[config.mk]
export PLATFORM = sky130hd
export DESIGN_NAME = led_pwm_fader
export DESIGN_NICKNAME = d
export VERILOG_FILES = /design/src/rtl/led_pwm_fader.sv
export SDC_FILE = /design/constraint.sdc
export NUM_CORES = 1
export LEC_CHECK = 0
export CORE_MARGIN = 1
export CORE_UTILIZATION = 45
export DETAILED_ROUTE_END_ITERATION = 10
export PLACE_DENSITY = 0.65
export SLEW_MARGIN = 20
export SYNTH_ARGS = -nofsm -noshare
export SYNTH_HDL_FRONTEND = slang
export SYNTH_SLANG_ARGS = --single-unit
[constraint.sdc]
create_clock -name clk -period 4.9 [get_ports clk]
set_clock_uncertainty 0.15 [all_clocks]
set_input_delay 0.735 -clock clk [delete_from_list [all_inputs] [get_ports clk]]
set_output_delay 0.735 -clock clk [all_outputs]
set_load 0.05 [all_outputs]
[src/rtl/led_pwm_fader.sv]
// Per-channel PWM brightness ramp between the pattern generator and the board LEDs.
// Levels step toward the latched target on each step tick, saturating at 0 and MAX.
module led_pwm_fader #(
  parameter int unsigned NUM_LEDS    = 5,
  parameter int unsigned PWM_BITS    = 8,
  parameter int unsigned STEP_CYCLES = 23529
) (
  input  logic                clk,
  input  logic                rst,
  input  logic                tick,
  input  logic [NUM_LEDS-1:0] pattern,
  output logic [NUM_LEDS-1:0] led,
  output logic                busy
);

  localparam int unsigned SW = $clog2(STEP_CYCLES + 1);
  localparam logic [PWM_BITS-1:0] MAX       = '1;
  localparam logic [PWM_BITS-1:0] PWM_LAST  = MAX - PWM_BITS'(1);
  localparam logic [SW-1:0]       STEP_LAST = SW'(STEP_CYCLES - 1);

  typedef enum logic [1:0] {
    CH_OFF,
    CH_RISING,
    CH_ON,
    CH_FALLING
  } ch_state_e;

  logic [NUM_LEDS-1:0] target;
  logic [PWM_BITS-1:0] level     [NUM_LEDS];
  logic [PWM_BITS-1:0] level_nxt [NUM_LEDS];
  logic [PWM_BITS-1:0] pwm_cnt;
  logic [SW-1:0]       step_cnt;
  logic                step;
  ch_state_e           ch_state  [NUM_LEDS];

  assign step = (step_cnt == STEP_LAST);

  // Channel state is decoded from target/level only; no per-channel state register.
  always_comb begin
    busy = 1'b0;
    for (int unsigned i = 0; i < NUM_LEDS; i++) begin
      ch_state[i]  = CH_OFF;
      level_nxt[i] = level[i];
      if (target[i]) begin
        ch_state[i] = (level[i] == MAX) ? CH_ON : CH_RISING;
      end else begin
        ch_state[i] = (level[i] == '0) ? CH_OFF : CH_FALLING;
      end
      if (ch_state[i] == CH_RISING || ch_state[i] == CH_FALLING) begin
        busy = 1'b1;
      end
      if (step) begin
        case (ch_state[i])
          CH_RISING:  level_nxt[i] = level[i] + PWM_BITS'(1);
          CH_FALLING: level_nxt[i] = level[i] - PWM_BITS'(1);
          default:    level_nxt[i] = level[i];
        endcase
      end
    end
  end

  always_ff @(posedge clk) begin
    if (rst) begin
      target   <= '0;
      pwm_cnt  <= '0;
      step_cnt <= '0;
      led      <= '0;
      for (int unsigned i = 0; i < NUM_LEDS; i++) begin
        level[i] <= '0;
      end
    end else begin
      if (tick) begin
        target <= pattern;
      end
      step_cnt <= step ? '0 : step_cnt + SW'(1);
      pwm_cnt  <= (pwm_cnt == PWM_LAST) ? '0 : pwm_cnt + PWM_BITS'(1);
      for (int unsigned i = 0; i < NUM_LEDS; i++) begin
        level[i] <= level_nxt[i];
        led[i]   <= (level[i] > pwm_cnt);
      end
    end
  end

endmodule

# Word level (Yosys, flattened, before mapping)
# Memories as Yosys holds them, arrays and structs flattened.
# Index checks and enable logic that the tools add are counted.
[totals]
reg_bits = 33
ramBits = 40
input_bits = 8
output_inout_bits = 6
word_cells = 94
mem_count = 1
[mem_list]
columns = ["name", "words", "word_bits", "rd", "rd_ports_with_merged_regs", "write_ports", "line_no", "source"]
rows = [
  ["level", 5, 8, 5, 0, 5, "29", "logic [PWM_BITS-1:0] level [NUM_LEDS];"],
]
[op_classes]
addsub = 12
n_lt_le_gt_ge = 5
eq_ne = 17
muxes = 38
n_bitwise = 5
n_reduce_logical = 12
[op_table]
columns = ["op", "n"]
rows = [
  ["8-bit 2-to-1 mux", 10],
  ["8-bit case mux with 2 select lines", 5],
  ["8-bit by 1-bit adder with 8-bit output, second input constant", 6],
  ["8-bit equality test, second input constant", 6],
  ["8-bit > comparator", 5],
  ["8-bit zero test", 5],
  ["8-bit by 1-bit subtractor with 8-bit output, second input constant", 5],
  ["2-bit 2-to-1 mux", 15],
  ["15-bit by 1-bit adder with 15-bit output, second input constant", 1],
  ["15-bit equality test, second input constant", 1],
  ["2-bit by 1-bit equality test with 1-bit output, second input constant", 5],
  ["2-bit equality test, second input constant", 5],
  ["1-bit 2-to-1 mux", 8],
  ["1-bit logical OR", 5],
  ["1-bit OR", 5],
  ["2-bit OR reduction", 2],
]

# Longest topological paths before layout
# Gate-level depths: netlist (run 1).
[logic_depth]
depth_word = 10
depth_mapped = 10
mapped_depth_nobuf = 10

# Worst setup path after synthesis (run 1)
# Ideal clock, no wire load.
[synth_path]
path_kind = "flip-flop to flip-flop"
start = "memory level[0][1]"
end = "memory level[0][6]"
setup_ns = 0.116
arrival_ns = 2.669
path_slack_ns = 1.965
path_stages_with_launch = 10
period_less_slack_ns = 2.935
cell_sequence = "dfxtp_1 > or4_1 > o21bai_1 > inv_1 > ha_1 > nor2b_1 > o31a_1 > o21a_1 > or3_1 > a41o_1"
[synth_lines]
columns = ["item", "line_no"]
rows = [
  ["start: declaration", "29"],
]

==> results of run 1 <==
==> cells by family (layout without fill, tap and decap cells) <==
| group | count (synthesis) | count (layout) |
|---|---|---|
| and+or+nand+nor | 175 | 175 |
| AOI/OAI and AO/OA | 139 | 139 |
| adders and majority gates | 79 | 79 |
| DFF | 73 | 73 |
| buffers and inverters | 45 | 63 |
| xor gates and xnor gates | 39 | 39 |
| muxes | 32 | 32 |
==> Yosys cell counts, drive strengths merged (5+ instances only) <==
cell type and count:
ha 74, dfxtp 73, nor2 72, inv 33
a21oi 31, mux2i 29, xnor2 26, o21ai 23
o21a 20, a21o 16, a211oi 15, nand4 13
nor2b 13, xor2 13, and4 11, nand2 10
nand3 10, nor3 9, o211ai 9, clkbuf 8
nor3b 8, or4 8, a221oi 5, a41o 5
and3 5, fa 5, o31a 5
==> where the power goes <==
| part | internal (mW) | switching (mW) | total [mW] |
|---|---|---|---|
| Sequential | 0.604 | 0.0120 | 0.616 |
| Combinational | 0.0472 | 0.0641 | 0.111 |
| Clock | 0.399 | 0.279 | 0.678 |
| Total | 1.05 | 0.356 | 1.41 |
==> final timing paths <==
kind | start | to | slack [ps] | cells after the start
hold / removal | step_cnt[0] | step_cnt[0] | 310 | 1
hold reg to reg | step_cnt[0] | step_cnt[0] | 310 | 1
setup / recovery | level[0][35] | busy | 980 | 5
setup reg to reg | level[0][31] | level[0][31] | 1600 | 9
==> registers in the layout, indices dropped and copies added (netlist names) <==
| register | cells |
|---|---|
| level | 40 |
| step_cnt | 15 |
| pwm_cnt | 8 |
| led | 5 |
| target | 5 |
==> per-layer routing <==
metal | track usage | wire [um]
met1 | 0.251 | 5510
met2 | 0.329 | 5480
met4 | 0.0827 | 214
met5 | 0 | 0
met3 | 0.0377 | 381
==> worst max-delay path: stages, from the launching register on <==
cell	delay [ps]
dfxtp_1	360
nor4_1	750
a31oi_1	210
nor4_1	490
o21ai_1	160
clkdlybuf4s50_1	730
==> final cells by class <==
cell class,instances,share of cell area
Multi-Input combinational cell,464,0.626
Sequential cell,73,0.248
Clock buffer,9,0.0383
Tap cell,143,0.0304
Timing Repair Buffer,14,0.0225
Inverter,33,0.0211
Clock inverter,7,0.0132
==> metrics by stage <==
step	util	total power, mW	setup slack (ps)	std cells
after global placement	0.487	0.738	1440	727
after detailed placement	0.487	0.741	1350	727
final	0.513	1.41	978	743
after global routing	0.513	1.45	772	743
after CTS	0.513	1.42	958	743
after floorplan	-	0.706	1960	582
==> run_results.csv, run 1 <==
group,metric,value,unit
final_layout,final_cell_mix,"74 x ha_1, 73 x dfxtp_1, 72 x nor2_1",
cts,cts.sinks,73,
worst_setup_path,crit_fanout,5,
yosys,synth_top_area_frac,0.274,
cts,tritoncts,"built",
cts,cts_buffers,9,
timing,holdWs,308,ps
yosys,ys.flop_type,"dfxtp_1",
yosys,synth_top_family_by_area,"adder cells",
yosys,synthTopCellsByArea,"dfxtp_1 27%, ha_1 17%, mux2i_1 5.4%",
yosys,synth-adder-area-share,0.192,
yosys,synthesis.nets,669,
final_layout,area_delta_synth_final,10.3,%
cts,cts-root-buf,"clkbuf_16",
min_path,min_path_type,"flip-flop to flip-flop",
timing,tns,0,ps
floorplanning,start_util,0.465,
final_layout,nets,682,
place,port_buffers,13,
worst_setup_path,cp.arrival,3040,ps
job,maxCapViolCount,0,
cts,cts.htree.levels,3,
worst_setup_path,cp-start-kind,"flip-flop",
final_layout,drive_above_1_share,0.0683,
yosys,ys_ff_latch,73,
route,drt-vias-per-instance,5.69,
cts,path_clk_slew,60,ps
outcome,outcome,"completed",
final_layout,stdcell_area,5880,sq um
final_layout,num_antenna_cells,0,
floorplanning,die_h,111,um
timing,maxSlewViolCount,0,
yosys,synth.area.mux_share,0.0608,
global_routing,grt_pass1_vias,4148,
pwr,p_leak,2.49,nW
route,drc,0,
yosys,yosys.area_share.xor_xnor,0.0640,
route,drtIter0Drc,205,
global_routing,grt_antenna_before_repair,0,
global_routing,grt_max_degree,55,
timing,rsz0062_at_grt,"false",
floorplanning,chipWidth,111,um
place,placed_cell_area,5580,sq um
global_routing,grt_pass1_wl,19600,um
timing,final_hold_viol_count,0,
route,final_antenna_net_count,0,
yosys,synth_edf_count,0,
timing,finalSetupViolCount,0,
yosys,yosysSeqAreaShare,0.274,
timing,relSlewSlack,0.395,
global_routing,grt_usage,0.198,
place,dp_hpwl,8360,um
cts,cts.hold.buffers_added,0,
floorplanning,rows,39,
worst_setup_path,critPathRequiredTime,4010,ps
timing,finalCriticalPeriod,3920,ps
final_layout,seq_area,1460,sq um
yosys,synthArstFlopShare,0,
worst_setup_path,crit_type,"flip-flop to primary output",
global_routing,grt_overflow,0,
yosys,ys_warn_count,0,
yosys,yosys.area_share.simple,0.184,
route,dr.pass1.iters,5,
floorplanning,dieArea,12300,sq um
route,vias,4228,
final_layout,fill_cells,1036,
cts,cts_resized,0,
timing,worst_pin_slew,903,ps
timing,max_freq,255,MHz
cts,clk_latency,350,ps
final_layout,multiInputGateArea,3680,sq um
final_layout,final_common_cell,"ha_1",
yosys,avgSynthCellArea,9.16,sq um
worst_setup_path,end_kind,"primary output",
yosys,synth_compound_area_frac,0.190,
cts,cts_buffer_depth,2,
route,drt-total-wl,11600,um
cts,postCtsSetupRepairBufs,0,
yosys,synth_top_cell_by_area,"dfxtp_1",
place,routabilityCongestion,0.837,
yosys,ys_types,51,
floorplanning,core,11500,sq um
pwr,peakVddDrop,0.192,mV
timing,finalCritPeriodShare,0.800,
route,wl_per_cell,15.6,um
floorplanning,ios,14,
yosys,mappedNetlistArea,5330,sq um
yosys,syn_inst,582,
pwr,power-per-cell-area,239,nW/um^2
(Power assumes the default switching activity.)
==> run 2: changes to the inputs <==
--- a/config.mk
+++ b/config.mk
@@ -8,7 +8,7 @@
 export CORE_MARGIN = 1
 export CORE_UTILIZATION = 45
 export DETAILED_ROUTE_END_ITERATION = 10
-export PLACE_DENSITY = 0.65
+export PLACE_DENSITY = 0.67
 export SLEW_MARGIN = 20
 export SYNTH_ARGS = -nofsm -noshare
 export SYNTH_HDL_FRONTEND = slang
==> constraint.sdc (replaced) <==
create_clock -name clk -period 3.44 [get_ports clk]
set_clock_uncertainty 0.15 [all_clocks]
set_input_delay 0.516 -clock clk [delete_from_list [all_inputs] [get_ports clk]]
set_output_delay 0.516 -clock clk [all_outputs]
set_load 0.05 [all_outputs]
==> run 2 against run 1 <==
Against the previous run: die area unchanged; sequential power is 43% higher; critical path depth up 1; largest power group unchanged; highest routed layer unchanged; clock-buffer cell count up 3; routed wire length up 1.7%; clock power grew 58%; register-to-register slack worse by 1300 ps; first-iteration DRC count decreased by 39%; via count grew 2.3%; final cell count up 0.67%.
==> run_results.csv, run 2 (synthesized netlist as in run 1, its figures left out) <==
group,metric,value,unit
global_routing,grt_max_degree,37,
cts,cts.hold.buffers_added,0,
min_path,min_path_type,"flip-flop to flip-flop",
route,final_antenna_net_count,0,
final_layout,final_util,0.520,
global_routing,grt_overflow,0,
cts,tritoncts,"built",
final_layout,multiInputGateArea,3690,sq um
timing,finalCriticalPeriod,3260,ps
cts,clk_latency,340,ps
worst_setup_path,crit_type,"flip-flop to primary output",
final_layout,reg_top3,"level (40), step_cnt (15), pwm_cnt (8)",
pwr,clockPowerShare,0.507,
route,dr.pass1.iters,7,
timing,worst_pin_slew,856,ps
timing,relSlewSlack,0.426,
timing,final_hold_viol_count,0,
worst_setup_path,critPathRequiredTime,2770,ps
pwr,pwr-share-comb,0.076,
pwr,p_int,1.62,mW
cts,cts_resized,0,
global_routing,grt_antenna_before_repair,0,
floorplanning,chipWidth,111,um
worst_setup_path,crit_fanout,5,
pwr,peakVddDrop,0.263,mV
final_layout,drive_above_1_share,0.0793,
final_layout,final_cell_mix,"74 x ha_1, 73 x dfxtp_1, 72 x nor2_1",
route,wl_per_cell,15.8,um
global_routing,grt_usage,0.201,
pwr,seq_power_share,0.417,
timing,max_freq,307,MHz
pwr,p_leak,2.53,nW
global_routing,grt_pass1_wl,20100,um
worst_setup_path,max_stage_delay,580,ps
worst_setup_path,cp-start-kind,"flip-flop",
cts,cts_buffers,9,
route,vias,4327,
cts,cts.htree.levels,3,
route,drc,0,
job,maxCapViolCount,0,
floorplanning,rows,39,
route,drt-total-wl,11800,um
floorplanning,dieArea,12300,sq um
timing,maxSlewViolCount,0,
final_layout,area_delta_synth_final,11.8,%
floorplanning,core,11500,sq um
final_layout,regMostFlops,"level",
final_layout,fill_cells,1032,
global_routing,grt_pass1_vias,4205,
timing,rsz0062_at_grt,"false",
worst_setup_path,critPathTopFamily,"simple AND/OR/NAND/NOR gates",
pwr,power-per-cell-area,353,nW/um^2
floorplanning,ios,14,
worst_setup_path,end_kind,"primary output",
floorplanning,start_util,0.465,
floorplanning,die_h,111,um
cts,cts-root-buf,"clkbuf_16",
timing,finalCritPeriodShare,0.947,
worst_setup_path,worst-path-buf-inv,1,
worst_setup_path,cp.arrival,2590,ps
final_layout,num_antenna_cells,0,
route,drt-vias-per-instance,5.78,
outcome,outcome,"completed",
final_layout,seq_area,1460,sq um
cts,postCtsSetupRepairBufs,0,
timing,tns,0,ps
pwr,power.switching,482,uW
worst_setup_path,critPathSlowestCell,"or4_1",
cts,path_clk_slew,60,ps
place,routabilityCongestion,0.870,
place,dp_hpwl,8600,um
final_layout,largest_reg_flops,40,
worst_setup_path,crit_chain,"or4_1 > nor3_2 > a21oi_1 > nor4_1 > o21ai_1 > buf_4",
final_layout,final_common_cell,"ha_1",
route,drtIter0Drc,126,
cts,cts.sinks,73,
final_layout,nets,687,
cts,cts_buffer_depth,2,
place,port_buffers,13,
timing,finalSetupViolCount,0,
pwr,switching_share,0.229,
[run 2: worst paths after layout]
| kind | start | to | slack, ps | cells past startpoint |
|---|---|---|---|---|
| worst min-delay path | step_cnt[0] | step_cnt[0] | 300 | 1 |
| worst max register to register | level[0][1] | level[0][7] | 320 | 9 |
| worst min register to register | step_cnt[0] | step_cnt[0] | 300 | 1 |
| worst max-delay path | level[0][12] | busy | 180 | 6 |
[run 2: routing by layer]
layer  global-route usage  vias up  wire length (um)
met4                0.104        0               328
li1                     -     2175                 -
met1                0.246     2066              5580
met3               0.0273       24               320
met5                    0        -                 0
met2                0.343       62              5550
[run 2: power groups by stage]
stage                     logic [mW]  registers [mW]  clock network [mW]
after floorplan               0.0941           0.912                   0
after global placement         0.155           0.895                   0
after detailed placement       0.161           0.896                   0
after global routing           0.175           0.879                1.12
final                          0.159           0.878                1.07
after CTS                      0.162           0.878                1.09
[run 2: final cells by class]
type                    count  share of cell area
well taps                 143              0.0300
flip-flops and latches     73               0.245
clock buffers              12              0.0447
clock inverters             4              0.0124
multi-input cells         464               0.619
inverters                  33              0.0208
repair buffers             19              0.0281
[run 2: metrics by stage]
step | cell area, sq um | hold WS [ps] | setup slack (ps) | total power, mW | instances
finish | 5960 | 301 | 183 | 2.10 | 748
global route | 5960 | 332 | 91.0 | 2.18 | 748
CTS | 5960 | 309 | 136 | 2.12 | 748
detailed placement | 5620 | 298 | 252 | 1.06 | 732
global placement | 5620 | 289 | 319 | 1.05 | 732
floorplan | 5330 | 280 | 505 | 1.01 | 582
[run 2: worst reg2reg max path, cell delays in order (launching register included)]
cell	delay (ps)
dfxtp_1	360
or4_1	600
o21bai_2	220
inv_1	160
ha_1	320
a211oi_1	220
o21ai_0	160
a31oi_1	240
mux2i_1	230
mux2_2	340
